## config.mk

```make
export PLATFORM = sky130hd
export DESIGN_NAME = peatc_tx_arbiter
export DESIGN_NICKNAME = d
export VERILOG_FILES = /design/src/rtl/peatc_pkg.sv /design/src/rtl/peatc_rr_pick.sv /design/src/rtl/peatc_tx_arbiter.sv
export SDC_FILE = /design/constraint.sdc
export NUM_CORES = 1
export LEC_CHECK = 0
export CAP_MARGIN = 10
export CORE_MARGIN = 2
export CORE_UTILIZATION = 30
export CTS_CLUSTER_SIZE = 16
export DETAILED_ROUTE_END_ITERATION = 8
export PLACE_DENSITY = 0.69
export SLEW_MARGIN = 20
export SYNTH_ARGS = -nofsm -noshare
export SYNTH_HDL_FRONTEND = slang
export SYNTH_SLANG_ARGS = --single-unit
export TNS_END_PERCENT = 100
```

## constraint.sdc

```tcl
create_clock -name iClk -period 2.1 [get_ports iClk]
set_input_delay 0.315 -clock iClk [delete_from_list [all_inputs] [get_ports iClk]]
set_output_delay 0.315 -clock iClk [all_outputs]
set_load 0.1 [all_outputs]
```

## src/rtl/peatc_pkg.sv

```systemverilog
// rtl/peatc_pkg.sv - shared state encoding, source IDs and framing constants for the TX arbiter
package peatc_pkg;

  localparam logic [1:0] ST_IDLE    = 2'd0;
  localparam logic [1:0] ST_HEADER  = 2'd1;
  localparam logic [1:0] ST_DATA    = 2'd2;
  localparam logic [1:0] ST_TRAILER = 2'd3;

  localparam logic [7:0] SRC_GS = 8'h01;
  localparam logic [7:0] SRC_RN = 8'h02;

  localparam logic [7:0] SYNC_HDR_DEF = 8'hA5;
  localparam logic [7:0] SYNC_TRL_DEF = 8'h5A;

  // OR-ed into the trailer source ID when a packet was cut at MAX_PKT
  localparam logic [7:0] TRUNC_FLAG = 8'h80;

  function automatic logic [15:0] swap16(input logic [15:0] s);
    return {s[7:0], s[15:8]};
  endfunction

endpackage

```

## src/rtl/peatc_rr_pick.sv

```systemverilog
// rtl/peatc_rr_pick.sv - 2-way round-robin selector, one-hot grant
module peatc_rr_pick (
  input  logic [1:0] req,
  input  logic       last_rn,
  output logic [1:0] grant
);

  // On contention the requester that was not served last wins
  always_comb begin
    grant = 2'b00;
    case (req)
      2'b01:   grant = 2'b01;
      2'b10:   grant = 2'b10;
      2'b11:   grant = last_rn ? 2'b01 : 2'b10;
      default: grant = 2'b00;
    endcase
  end

endmodule

```

## src/rtl/peatc_tx_arbiter.sv

```systemverilog
// rtl/peatc_tx_arbiter.sv - packet round-robin arbiter framing GS/RN samples into the host TX FIFO
module peatc_tx_arbiter
  import peatc_pkg::*;
#(
  parameter int         MAX_PKT    = 256,
  parameter bit         SWAP_BYTES = 1'b1,
  parameter logic [7:0] SYNC_HDR   = SYNC_HDR_DEF,
  parameter logic [7:0] SYNC_TRL   = SYNC_TRL_DEF
) (
  input  logic        iClk,
  input  logic        iReset,
  input  logic        iEnable,
  input  logic        iGS_Valid,
  input  logic [15:0] i16GS_Data,
  input  logic        iGS_Last,
  output logic        oGS_Ready,
  input  logic        iRN_Valid,
  input  logic [15:0] i16RN_Data,
  input  logic        iRN_Last,
  output logic        oRN_Ready,
  output logic        oTx_WriteEna,
  output logic [31:0] o32Tx_Data,
  input  logic        iTx_Full,
  output logic [1:0]  oGrant,
  output logic        oBusy,
  output logic [15:0] o16PktSeq,
  output logic        oOverLen
);

  localparam int CW = $clog2(MAX_PKT) + 1;

  logic [1:0]    state;
  logic [1:0]    grant;
  logic [7:0]    src_id;
  logic          last_rn;
  logic [CW-1:0] cnt;
  logic          trunc;
  logic [15:0]   seq;
  logic          over_len;

  logic [1:0]    pick;
  logic          sel_valid;
  logic          sel_last;
  logic [15:0]   sel_data;
  logic [15:0]   data_word;
  logic [CW-1:0] cnt_nxt;
  logic          at_max;
  logic          wr;
  logic          gs_rdy;
  logic          rn_rdy;
  logic [31:0]   tx_data;

  peatc_rr_pick u_pick (
    .req     ({iRN_Valid, iGS_Valid}),
    .last_rn (last_rn),
    .grant   (pick)
  );

  always_comb begin
    sel_valid = grant[1] ? iRN_Valid  : iGS_Valid;
    sel_last  = grant[1] ? iRN_Last   : iGS_Last;
    sel_data  = grant[1] ? i16RN_Data : i16GS_Data;
    data_word = SWAP_BYTES ? swap16(sel_data) : sel_data;
    cnt_nxt   = cnt + 1'b1;
    at_max    = (cnt_nxt == CW'(MAX_PKT));
  end

  // Handshakes are gated by reset so an abort takes effect in the same cycle
  always_comb begin
    wr      = 1'b0;
    gs_rdy  = 1'b0;
    rn_rdy  = 1'b0;
    tx_data = 32'h0;
    case (state)
      ST_HEADER: begin
        tx_data = {SYNC_HDR, src_id, seq};
        wr      = !iTx_Full;
      end
      ST_DATA: begin
        gs_rdy  = grant[0] & !iTx_Full;
        rn_rdy  = grant[1] & !iTx_Full;
        wr      = sel_valid & !iTx_Full;
        tx_data = {src_id, 8'h00, data_word};
      end
      ST_TRAILER: begin
        tx_data = {SYNC_TRL, src_id | (trunc ? TRUNC_FLAG : 8'h00), 16'(cnt)};
        wr      = !iTx_Full;
      end
      default: begin
        wr      = 1'b0;
        tx_data = 32'h0;
      end
    endcase
    wr     = wr & iReset;
    gs_rdy = gs_rdy & iReset;
    rn_rdy = rn_rdy & iReset;
  end

  always_ff @(posedge iClk) begin
    if (!iReset) begin
      state    <= ST_IDLE;
      grant    <= 2'b00;
      src_id   <= 8'h00;
      last_rn  <= 1'b1;
      cnt      <= '0;
      trunc    <= 1'b0;
      seq      <= 16'h0000;
      over_len <= 1'b0;
    end else begin
      case (state)
        ST_IDLE: begin
          if (iEnable && (pick != 2'b00)) begin
            grant  <= pick;
            src_id <= pick[1] ? SRC_RN : SRC_GS;
            state  <= ST_HEADER;
          end
        end
        ST_HEADER: begin
          if (wr) begin
            cnt   <= '0;
            trunc <= 1'b0;
            seq   <= seq + 16'h0001;
            state <= ST_DATA;
          end
        end
        ST_DATA: begin
          if (wr) begin
            cnt <= cnt_nxt;
            // A Last that lands exactly on MAX_PKT is a normal end, not a truncation
            if (sel_last || at_max) begin
              trunc <= at_max & !sel_last;
              state <= ST_TRAILER;
            end
          end
        end
        ST_TRAILER: begin
          if (wr) begin
            last_rn  <= grant[1];
            over_len <= over_len | trunc;
            grant    <= 2'b00;
            state    <= ST_IDLE;
          end
        end
        default: state <= ST_IDLE;
      endcase
    end
  end

  assign oGS_Ready    = gs_rdy;
  assign oRN_Ready    = rn_rdy;
  assign oTx_WriteEna = wr;
  assign o32Tx_Data   = tx_data;
  assign oGrant       = grant;
  assign oBusy        = (state != ST_IDLE);
  assign o16PktSeq    = seq;
  assign oOverLen     = over_len;

endmodule

```

==> results of run 1 <==
## tightest hold or removal path, cell delays in order (launching register included)
cell and delay (ns):
dfxtp_1 0.34, a31oi_1 0.04, nor2_1 0.07
## per-layer routing
metal	share of wire, %	GRT usage, %	vias up
met5	0	0	-
met4	0.79	6.00	0
met3	5.4	4.03	10
met2	53	35.1	84
met1	41	23.3	1323
li1	-	-	1280
## synthesized netlist by cell type (2+ instances only)
master / n
nor3_1: 5
o21ai_0: 8
a211oi_1: 2
a222oi_1: 9
nand2b_1: 3
buf_2: 5
a211o_1: 2
dfxtp_1: 34
or3_1: 3
xnor2_1: 4
ha_1: 8
mux2_2: 18
clkbuf_1: 11
mux2i_1: 2
xor2_1: 10
a31oi_1: 2
and2_1: 5
buf_4: 9
buf_1: 2
o211a_1: 3
nor2_1: 43
o211ai_1: 2
nor4_4: 2
inv_1: 6
o2111ai_1: 2
nand2_1: 22
a21oi_1: 13
a22oi_1: 8
nand3_1: 15
and3_1: 6
nor4_1: 2
nand4_1: 6
and4_1: 2
## cells by family (layout without fill, tap and decap cells)
| family | after synthesis | count (layout) | synth area share (%) |
|---|---|---|---|
| adders and majority gates | 8 | 8 | 4.17 |
| AOI/OAI and AO/OA | 62 | 62 | 19.8 |
| other | 1 | 5 | 0.156 |
| and+or+nand+nor | 121 | 121 | 26.1 |
| buffers and inverters | 34 | 137 | 7.04 |
| xor gates and xnor gates | 14 | 14 | 5.11 |
| muxes | 20 | 20 | 9.28 |
| DFF | 34 | 34 | 28.4 |
## state kept, by name (all words and copies together), names as in the netlist
signal / cells
src_id: 2
trunc: 1
o16PktSeq: 16
oOverLen: 1
oGrant: 2
last_rn: 1
state: 2
cnt: 9
## final cells by class
cell class                 instances  area [µm²]  area share, %
multi-input combinational        230        1830           43.0
clock inverter                     2        38.8          0.909
tap                              102         128           2.99
sequential                        34         704           16.5
timing repair buffer             123        1440           33.8
clock buffer                       6        93.8           2.20
inverter                           6        26.3          0.615
## what timing repair did
| item | in CTS | in global routing |
|---|---|---|
| endpoints found under the setup margin | 19 | 20 |
| buffers inserted | 9 | 0 |
| gates resized for setup | 26 | 7 |
| pin swaps | 8 | 8 |
## metrics by stage
step	worst slack (ns)	hold slack (ns)	TNS, ns
global placement	-0.0457	0.461	-0.0787
global route	-0.115	0.515	-0.684
CTS	-0.0423	0.483	-0.153
floorplan	-0.128	0.445	-0.131
detailed placement	-0.0907	0.464	-0.457
finish	-0.0466	0.483	-0.180
## cell usage in the layout, fill, tap and decap left out, types with 3 or more instances in the layout
| cell type | n |
|---|---|
| clkbuf_8 | 5 |
| o21ai_0 | 6 |
| nand2b_1 | 3 |
| ha_4 | 4 |
| o211a_1 | 3 |
| ha_1 | 4 |
| clkdlybuf4s50_1 | 39 |
| dfxtp_1 | 17 |
| nor3_1 | 5 |
| buf_6 | 4 |
| buf_12 | 32 |
| conb_1 | 5 |
| xnor2_1 | 4 |
| a21oi_1 | 12 |
| nand3_1 | 15 |
| a22oi_2 | 7 |
| dfxtp_2 | 16 |
| nand4_1 | 6 |
| a222oi_1 | 9 |
| nor2_1 | 25 |
| nor2_4 | 18 |
| xor2_1 | 10 |
| mux2_4 | 6 |
| and2_1 | 5 |
| or3_1 | 3 |
| mux2_2 | 12 |
| inv_1 | 3 |
| and3_1 | 3 |
| buf_4 | 47 |
| nand2_1 | 22 |
## worst min path at each step
stage	to	from	slack (ns)
after floorplan	src_id[0]	src_id[0]	0.45
after global placement	oOverLen	oOverLen	0.46
after detailed placement	oOverLen	oOverLen	0.46
after CTS	oOverLen	oOverLen	0.48
after global routing	oOverLen	oOverLen	0.51
final	oOverLen	oOverLen	0.48
## where the power goes
| group | switching, mW | internal (mW) |
|---|---|---|
| clock network | 0.268 | 0.428 |
| logic | 1.63 | 0.919 |
| registers | 0.0344 | 0.681 |
| total | 1.93 | 2.03 |
==> impl_results.md, run 1 <==
* CP endpoint: o32Tx_Data[6]
* Worst setup path start: oGrant[1]
* Worst skew pair latency at 0.29 ns
* Clk Tree Root Cell: clkbuf_8
* Hold_buf cts at 0
* # diodes at 0
* Filler-free cell count of the finished design at approximately 500
* Total gr overflow at 0
* Initial core utilization at 31.1%
* WL per Instance at 16.8 µm
* Worst r2r src: state[0]
* Sequence of cells on the critical path: buf_6, mux2_4, a222oi_1, nor2_4, buf_12
* Worst setup EP type: primary output
* Clock tree buffer depth at 2
* Slowest cell on the critical path: dfxtp_4
* TritonRoute pass-1 iters at 5
* CP Max Fanout at 6
* I/O Pins at 95
* Syn Std Cell Area at 2400 µm²
* Slew Viols, Final at 0
* Top FF cell, synth: dfxtp_1
* R2R setup slack at 0.11 ns
* Top cells by area, synth: dfxtp_1 28%, mux2_2 8.4%, nor2_1 6.7%
* Clock skew at slightly below 0.009 ns
* LEAKAGE at 1.61 nW
* Fmax at 0.466 GHz
* Total Wirelength at roughly 8.4 mm
* Drt drc at 0
* Core area at 7730 µm²
* Yosys top cell area share at 28.4%
* WP data required at 1.78 ns
* Yosys reg bits at 34
* Number of flops mapped to enable cells by yosys at 0
* CP max stage delay at ~0.43 ns
* Cell Rows at 32
* Final instance area at 4270 µm²
* CTS tree: done
* Vias in the first global route at ~2.7k
* Max_slew headroom at 66.3%
* Die area at 8730 µm²
* TritonCTS buffer count at 5
* Area after DPL at 3910 µm²
* Ys Warns at 0
* CTS sink count at 34
* R2R depth at 8
* Synth area leader: dfxtp_1
* R2r endpoint: o16PktSeq[13]
* RePlAce Congestion at 0.858
* Yosys cell types at 53
* Post-layout minimum cycle time at about 2.1 ns
* Initial antenna violation count at 0
* DIE WIDTH at 93.4 µm
* Setup violators final at 7
* Vias at 2697
* Worst setup SP type: register
* Fraction of layout cells with a size suffix above 1 at between 40% and 50%
* Outcome: finished with violations
* Largest net degree at the start of global routing at 29
* Post-DRT Antenna Nets at 0
* Worst slew pin tran at between 0.5 and 0.6 ns
* Port bufs at approximately 90
* Worst-path clk slew at approximately 0.080 ns
* Nets at 448
* Gr usage total at 19.6%
* Final period util at 102%
* Critical path depth at 5
* Number of max-cap violations at 0
* Via density at ~5.4
* DPL Wire Length at 6.13 mm
* Failing checks: negative setup slack
* Syn-to-layout area delta at 77.9%
* Htree depth at 2
* # fillers at 669
* Power density cells at 928 nW/µm²
* Top cell family by delay on the critical path: flip-flops
* Final core occ at a little under three fifths
* Sequential element share of the synthesized area at approximately 28%
* Gate Count Post-Synth at 294
* Hold Path Cell Cnt at 2
* Fin. Hold Viols at 0
* Die Height at 93.4 µm
* Async set-or-reset flop fraction in the synthesized netlist at 0%
* HP Class: register to register
* Global-route wire length before repair at between 10 and 15 mm
* Final Total Pwr at 3.96 mW
* Avg Inst Size Synth at a little over 8 µm²
* Starting DRT DRC Count at 215
* Data arrival time of the critical path at 1.83 ns
* RSZ-0062 raised after global routing: true
* Final setup margin at -0.0466 ns
* WP buf/inv at 2
* Critical path class: register to primary output
* VDD IR max at approximately 0.51 mV
* Post-placement cell count at 486
Power figures use the tool's default switching activity.
==> run 2: changes to the inputs <==
- CTS_BUF_LIST: default -> sky130_fd_sc_hd__clkbuf_8 sky130_fd_sc_hd__clkbuf_16
==> results of run 2 <==
The final DEF is identical to that of run 1; final timing and power are the same.
==> run 3: changes to the inputs <==
- CAP_MARGIN: 10 -> 20
==> results of run 3 <==
The final DEF is identical to that of run 1; final timing and power are the same.
